===== config.mk =====
export PLATFORM = sky130hd
export DESIGN_NAME = datapath_unit
export DESIGN_NICKNAME = d
export VERILOG_FILES = /design/src/rtl/datapath_defs_pkg.sv /design/src/rtl/datapath_unit_alu.sv /design/src/rtl/datapath_unit.sv
export SDC_FILE = /design/constraint.sdc
export NUM_CORES = 1
export LEC_CHECK = 0
export BUFFER_PORTS_ARGS = -buffer_cell sky130_fd_sc_hd__buf_4
export CAP_MARGIN = 20
export CORE_UTILIZATION = 35
export CTS_CLUSTER_DIAMETER = 200
export DETAILED_ROUTE_END_ITERATION = 10
export PLACE_DENSITY = 0.58
export SYNTH_ARGS = -nofsm -noshare
export SYNTH_HDL_FRONTEND = slang
export SYNTH_SLANG_ARGS = --single-unit

===== constraint.sdc =====
create_clock -name clk -period 7.7 [get_ports clk]
set_input_delay 0.77 -clock clk [delete_from_list [all_inputs] [get_ports clk]]
set_output_delay 0.77 -clock clk [all_outputs]
set_load 0.05 [all_outputs]

===== src/rtl/datapath_defs_pkg.sv =====
// rtl/datapath_defs_pkg.sv - opcode constants and default widths shared with the control unit
package datapath_defs;

  localparam int DATA_WIDTH_DEF = 8;
  localparam int ADDR_BITS_DEF  = 5;

  typedef enum logic [3:0] {
    OP_ADD   = 4'h0,
    OP_SUB   = 4'h1,
    OP_AND   = 4'h2,
    OP_OR    = 4'h3,
    OP_XOR   = 4'h4,
    OP_NOT   = 4'h5,
    OP_SHL   = 4'h6,
    OP_SHR   = 4'h7,
    OP_ROL   = 4'h8,
    OP_ROR   = 4'h9,
    OP_INC   = 4'hA,
    OP_DEC   = 4'hB,
    OP_SLTU  = 4'hC,
    OP_PASSA = 4'hD,
    OP_PASSB = 4'hE,
    OP_NOP   = 4'hF
  } opcode_e;

endpackage


===== src/rtl/datapath_unit_alu.sv =====
// rtl/datapath_unit_alu.sv - combinational ALU with carry/borrow output
module alu
  import datapath_defs::*;
#(
  parameter int DATA_WIDTH = DATA_WIDTH_DEF
) (
  input  logic [DATA_WIDTH-1:0] a,
  input  logic [DATA_WIDTH-1:0] b,
  input  logic [3:0]            op,
  output logic [DATA_WIDTH-1:0] result,
  output logic                  carry
);

  logic [DATA_WIDTH:0]     wide;
  logic [2*DATA_WIDTH-1:0] rot;
  logic [2:0]              shamt;

  assign shamt = b[2:0];

  always_comb begin
    result = '0;
    carry  = 1'b0;
    wide   = '0;
    rot    = '0;
    case (opcode_e'(op))
      OP_ADD: begin
        wide   = {1'b0, a} + {1'b0, b};
        result = wide[DATA_WIDTH-1:0];
        carry  = wide[DATA_WIDTH];
      end
      OP_SUB: begin
        // Top bit of the widened difference is the borrow (b > a)
        wide   = {1'b0, a} - {1'b0, b};
        result = wide[DATA_WIDTH-1:0];
        carry  = wide[DATA_WIDTH];
      end
      OP_AND:   result = a & b;
      OP_OR:    result = a | b;
      OP_XOR:   result = a ^ b;
      OP_NOT:   result = ~a;
      OP_SHL:   result = a << shamt;
      OP_SHR:   result = a >> shamt;
      OP_ROL: begin
        rot    = {a, a} << shamt;
        result = rot[2*DATA_WIDTH-1:DATA_WIDTH];
      end
      OP_ROR: begin
        rot    = {a, a} >> shamt;
        result = rot[DATA_WIDTH-1:0];
      end
      OP_INC: begin
        wide   = {1'b0, a} + (DATA_WIDTH+1)'(1);
        result = wide[DATA_WIDTH-1:0];
        carry  = wide[DATA_WIDTH];
      end
      OP_DEC: begin
        wide   = {1'b0, a} - (DATA_WIDTH+1)'(1);
        result = wide[DATA_WIDTH-1:0];
        carry  = wide[DATA_WIDTH];
      end
      OP_SLTU:  result = {{(DATA_WIDTH-1){1'b0}}, (a < b)};
      OP_PASSA: result = a;
      OP_PASSB: result = b;
      OP_NOP:   result = '0;
    endcase
  end

endmodule


===== src/rtl/datapath_unit.sv =====
// rtl/datapath_unit.sv - registered ALU stage, read-first data memory and write-back mux
module datapath_unit
  import datapath_defs::*;
#(
  parameter int DATA_WIDTH = DATA_WIDTH_DEF,
  parameter int ADDR_BITS  = ADDR_BITS_DEF
) (
  input  logic                  clk,
  input  logic                  rst,
  input  logic [DATA_WIDTH-1:0] operand1,
  input  logic [DATA_WIDTH-1:0] operand2,
  input  logic [DATA_WIDTH-1:0] offset,
  input  logic [3:0]            opcode,
  input  logic                  sel1,
  input  logic                  sel3,
  input  logic                  w_r,
  output logic [DATA_WIDTH-1:0] result2,
  output logic                  zero,
  output logic                  carry
);

  localparam int DEPTH = 1 << ADDR_BITS;

  logic [DATA_WIDTH-1:0] alu_b, alu_res;
  logic                  alu_carry;
  logic [DATA_WIDTH-1:0] alu_q, alu_d;
  logic [DATA_WIDTH-1:0] wdata_q, wdata_d;
  logic [DATA_WIDTH-1:0] mem_q, mem_d;
  logic                  wr_q, wr_d;
  logic                  zero_q, zero_d;
  logic                  carry_q, carry_d;
  logic [ADDR_BITS-1:0]  addr;
  logic [DATA_WIDTH-1:0] ram_q [DEPTH];

  assign alu_b = sel3 ? offset : operand2;

  alu #(.DATA_WIDTH(DATA_WIDTH)) u_alu (
    .a      (operand1),
    .b      (alu_b),
    .op     (opcode),
    .result (alu_res),
    .carry  (alu_carry)
  );

  // Upper bits of the ALU result are ignored, so addresses wrap
  assign addr = alu_q[ADDR_BITS-1:0];

  always_comb begin
    alu_d   = alu_q;
    wr_d    = wr_q;
    wdata_d = wdata_q;
    zero_d  = zero_q;
    carry_d = carry_q;
    if (opcode != OP_NOP) begin
      alu_d   = alu_res;
      wr_d    = w_r;
      wdata_d = operand2;
      zero_d  = (alu_res == '0);
      carry_d = alu_carry;
    end
    mem_d = ram_q[addr];
  end

  always_ff @(posedge clk) begin
    if (rst) begin
      alu_q   <= '0;
      wr_q    <= 1'b0;
      wdata_q <= '0;
      zero_q  <= 1'b0;
      carry_q <= 1'b0;
      mem_q   <= '0;
    end else begin
      alu_q   <= alu_d;
      wr_q    <= wr_d;
      wdata_q <= wdata_d;
      zero_q  <= zero_d;
      carry_q <= carry_d;
      mem_q   <= mem_d;
    end
  end

  // Read-first: mem_d samples the array before this edge's write lands
  always_ff @(posedge clk) begin
    if (rst) begin
      for (int i = 0; i < DEPTH; i++) ram_q[i] <= '0;
    end else if (wr_q) begin
      ram_q[addr] <= wdata_q;
    end
  end

  assign result2 = sel1 ? alu_q : mem_q;
  assign zero    = zero_q;
  assign carry   = carry_q;

endmodule


Yosys cells after proc, flatten, opt, wreduce, memory -nomap -nowiden
Memory sizes are Yosys's and may differ from the RTL's. A register that Yosys moved wholly into a read port is not among the register bits. Index checks and enable logic that the tools add are counted.

Bits in registers: 19. Memory bits (writable): 256. Bits of input ports: 33. Output and inout bits: 10. Word-level logic and storage cells: 50. Memories kept: 1.

Add/subtract/negate cells: 4. Order comparisons: 1. Equal/unequal tests: 16. Shift-type cells: 4. Mux-type cells: 12. Bitwise gates (word level): 4. Reduce and logical (&&, ||, !) cells: 3.

Memories: ram_q (words 32, width 8, rd ports 1, clocked after memory_dff 1, wr ports 32, RTL line datapath_unit.sv:33) `logic [DATA_WIDTH-1:0] ram_q [DEPTH];`.

Operators by type and width (number): $pmux W8 S16 (1); $eq A4 B4 Y1 const B (8); $mux W8 (3); $eq A4 B3 Y1 const B (4); $shl A16 B3 Y16 (1); $shr A16 B3 Y8 (1); $add A8 B1 Y9 const B (1); $add A8 B8 Y9 (1); $sub A8 B1 Y9 const B (1); $sub A8 B8 Y9 (1); $and A8 B8 Y8 (1); $eq A4 B2 Y1 const B (2); $logic_not A8 Y1 (1); $lt A8 B8 Y1 (1); $not A8 Y8 (1); $or A8 B8 Y8 (1); $reduce_or A8 Y1 (1); $shl A8 B3 Y8 (1); $shr A8 B3 Y8 (1); $xor A8 B8 Y8 (1); $mux W1 (6); $mux W5 (1); $eq A4 B1 Y1 const B (1); $logic_not A4 Y1 (1); other kinds (2) (2).

Longest topological paths before layout
Depth in word-level cells: 5. Depth in mapped cells: 14. Gate-level depth less buffers: 12.

Cells and area by module
Synthesis repeated with hierarchy kept, for this count alone.

Cells, all modules: 1368. Area total of the unflattened synthesis: 15641.3 µm².

Modules (own cells, without submodules): datapath_unit (times used 1, cells an instance 999, area each 13042.5 µm², seq. area each 8227.9 µm²); alu (times used 1, cells an instance 369, area each 2598.7 µm², seq. area each 0.0 µm²).

Least setup slack after synthesis
No wires, ideal clock.

Path kind: input -> register. From: input sel3. To: register zero_q (netlist: zero). Setup time: 67 ps. Arrival: 3397 ps. Data required time: 7633 ps. Slack: 4236 ps. Cell stages on the path: 14. Buffers on the path: 2. Path through: buf_6 mux2i_4 inv_4 buf_6 ha_1 fa_1 a21o_1 a21oi_1 o21bai_1 a21oi_1 nor3b_1 a311oi_1 a211o_1 o21ai_2.

Cells in the longest elaborated chain, start to end: 4. Elaborated cells on any way between the ends: 13. Those cells by class: add/sub: 2; order compare: 1; shift: 4; mux: 2; bitwise: 3; reduce/logical: 1.

Ends and longest elaborated chain: start, declared (RTL line datapath_unit.sv:15) `input logic sel3,`; $mux W8 * (RTL line datapath_unit.sv:35) `assign alu_b = sel3 ? offset : operand2;`; $sub A8 B8 Y9 (tied with other cells) (RTL line datapath_unit_alu.sv:33) `wide = {1'b0, a} - {1'b0, b};`; $pmux W8 S16 * (RTL line datapath_unit_alu.sv:25) `case (opcode_e'(op))`; $logic_not A8 Y1 * (RTL line datapath_unit.sv:58) `zero_d = (alu_res == '0);`; end signal, assigned (RTL line datapath_unit.sv:76) `zero_q <= zero_d;`; end, declared (RTL line datapath_unit.sv:30) `logic zero_q, zero_d;`.

Every way passes the cells marked *; elsewhere a longest branch is shown, timed or not. A chain may end at the register's enable or synchronous reset.

Final worst setup path
Ends and elaborated chain as after synthesis.

==> reports/qor.txt <==
Pleak -> 6.19 nW
Post-Syn Nets -> 1,323
CTS tree -> done
H-tree depth -> 1
post-CTS setup buffer count -> 0
post-route ant nets -> 0
IO Count -> 43
CTS Hold Buffers Added -> 0
drt pass-1 iters -> 5
crit start category -> input pin
RSZ-0062 raised after global routing -> no
Required @ worst endpoint -> 8.18 ns
Starting Density -> 35.8%
Pwr Density -> 216 nW/µm²
setup TNS -> 0 ns
Clock Skews -> 0.0166 ns
Final nets -> 1,318
Synth Area in Compound Gates -> 8.39%
PortBufs -> 42
routed vias -> 10,189
total clock sinks -> 283
max cap viols -> 0
1st-iter DRT viols -> 932
Vert. Die Dim -> 213 µm
Final HPWL DP -> 27.9 mm
layout cells sized above 1 -> 17.9%
Unique masters post-synth -> 78
Post-synth EDFFs -> 256
Syn Inst Count -> 1,258
# DRC -> 0
Final min period -> 3.70 ns
Area growth, synth to finish -> 11.1%
Critical Path AT -> 4.18 ns
largest family of logic cells by synthesized area -> simple AND/OR/NAND/NOR gates
largest net degree at the start of global routing -> 63
Worst Setup Path Type -> in2reg
synthesized area -> 15,500 µm²
DIE AREA -> 45,200 µm²
initial antenna violation count -> 0
core area -> 43,400 µm²
Die W -> 213 µm
clock root cell -> clkbuf_16
number of diodes -> 0
FMAX -> 0.270 GHz
FF+latch count, synth -> 283
post-synthesis sequential area ratio -> 53.0%
Global Route Usage Sum -> 18.5%
Post-Route WL -> 41.4 mm
Synth Area in Adders -> 2.74%
Async SR Flop Fraction -> 0%
maximum root-to-sink buffer count -> 3
endpoint class of the critical path -> flip-flop
Post-DP Area -> 16,300 µm²
clk_lat worst skew -> 0.55 ns
FP Rows -> 76
Synth Flop Type -> edfxtp_1
Post-Synth Simple-Gate Area -> 19.0%
syn avg cell area -> 12.3 µm²
Clock transition at path regs -> 0.06 ns
post-synthesis xor/xnor area fraction -> 1.07%
Slew Viols, Final -> 0
total gr overflow -> 0
worst ir drop on vdd -> 0.141 mV
Final Instance Area -> 17,200 µm²
Hold Path Class -> reg2reg
total CTS buffers -> 30
Post-CTS Resized -> 0
vias in the first global route -> 10,008
Slew headroom -> 29.2%
CP max FO -> 16
fillers -> 4,124
worst slew pin tran -> 1.06 ns
YS warnings -> 0
Layout Utilization -> 39.8%
final hold violations -> 0
post-DR wirelength/cell -> 22.2 µm
vias per inst -> 5.47
gpl congestion -> 0.946
mux contribution to synthesized area -> 12.6%
final worst slack -> 4.00 ns
# setup viols final -> 0
part of the cycle the worst path needs -> 48.1%
outcome -> finished clean
Setup WS pre-CTS -> 3.48 ns
first-pass GRT wire length -> 63.5 mm
[per-layer routing]
layer | part of all wire [%] | global-route usage, % | up-vias | wire [µm]
met5 | 0 | 0 | - | 0
met1 | 46 | 26.8 | 5103 | 18900
met4 | 1.6 | 3.67 | 0 | 658
met3 | 6.4 | 2.36 | 54 | 2640
li1 | - | - | 4679 | -
met2 | 46 | 29.7 | 353 | 19200
[registers in the layout, indices dropped and copies added (netlist names)]
register,count
ram_q,256
alu_q,8
mem_q,8
wdata_q,8
carry,1
wr_q,1
zero,1
[Yosys cell counts, types with 5 or more instances]
cell type    n  area, µm²
xnor2_1     12        105
or3_1        5       31.3
o32ai_1      6       52.6
nand3_1     11       55.1
buf_1       13       48.8
nor2b_1      7       43.8
o211ai_1     6       45.0
nand2b_1     5       31.3
nor4_1       7       43.8
nor3_1      13       65.1
edfxtp_1   256       7690
dfxtp_1     27        541
and2_1     261       1630
a22oi_1     24        180
mux2i_1     25        250
mux4_2      68       1530
inv_1       22       82.6
clkbuf_1    55        206
ha_1        30        375
or2_2       35        219
mux2_2       9        101
buf_2       22        110
and3_1       6       37.5
nand4_1      8       50.1
a21oi_1     36        180
xor2_1       7       61.3
o22ai_1     10       62.6
o21ai_0     18       90.1
a31oi_1     11       68.8
a221oi_1    10       87.6
nand2_1     61        229
a21o_1       5       37.5
nor2_1      70        263
a22o_1      10       87.6
[placed cells by master, fill, tap and decap left out, types with 7 or more instances in the layout]
cell type / netlist / layout
buf_4: 1 / 55
nor4_1: 7 / 7
a22oi_1: 24 / 24
mux4_2: 68 / 68
clkinv_2: 0 / 7
nor2_1: 70 / 70
o22ai_1: 10 / 10
dfxtp_1: 27 / 25
a31oi_1: 11 / 11
ha_1: 30 / 30
and2_1: 261 / 261
mux2i_1: 25 / 25
clkbuf_16: 0 / 30
nand2_1: 61 / 61
mux2_2: 9 / 9
xnor2_1: 12 / 12
a22o_1: 10 / 10
nor3_1: 13 / 13
o21ai_0: 18 / 18
nor2b_1: 7 / 7
nand4_1: 8 / 8
nand3_1: 11 / 11
a21oi_1: 36 / 36
xor2_1: 7 / 7
clkbuf_1: 55 / 9
inv_1: 22 / 22
or2_2: 35 / 35
edfxtp_1: 256 / 256
a221oi_1: 10 / 10
[path summary, 6_finish.rpt]
path	from	end	slack, ns	depth (start not counted)
setup / recovery	sel3	zero$_SDFFE_PP0N_	4.00	13
hold / removal	alu_q[5]$_SDFFE_PP0N_	alu_q[5]$_SDFFE_PP0N_	0.46	2
setup reg to reg	alu_q[0]$_SDFFE_PP0N_	ram_q[31][5]$_SDFFCE_PN0P_	4.60	3
hold reg to reg	alu_q[5]$_SDFFE_PP0N_	alu_q[5]$_SDFFE_PP0N_	0.46	2
[power breakdown]
group	switching, mW	total (mW)	internal, mW
combinational	0.321	0.530	0.209
sequential	0.0501	1.79	1.74
clock	0.586	1.40	0.815
[cells by family after synthesis]
logic type                 Yosys count
DFF                                283
adders and majority gates           33
muxes                              106
buffers and inverters              118
and+or+nand+nor                    517
AOI/OAI and AO/OA                  182
xor gates and xnor gates            19
[layout make-up]
type	count	area, µm²	area share (%)
Clock inverter	14	135	0.784
Tap cell	585	732	4.24
Timing Repair Buffer	56	418	2.42
Clock buffer	42	826	4.79
Sequential cell	283	8240	47.8
Multi-Input combinational cell	857	6800	39.4
Inverter	25	96.3	0.559
[metrics by stage]
stage | cells | power, mW | hold WS [ns]
finish | 1862 | 3.72 | 0.462
global route | 1862 | 3.85 | 0.470
CTS | 1861 | 3.75 | 0.456
detailed placement | 1805 | 2.35 | 0.448
global placement | 1805 | 2.35 | 0.443
floorplan | 1258 | 2.18 | 0.433
[worst max-delay path, cell delays in order]
cell	delay, ns
buf_4	0.21
mux2i_4	0.68
inv_4	0.26
ha_1	0.31
fa_1	0.52
a21o_1	0.11
o221ai_1	0.10
a22o_1	0.20
nor4_1	0.27
nand3_1	0.12
o22ai_1	0.28
nand4_1	0.17
o21ai_2	0.15
(Power assumes the default switching activity.)
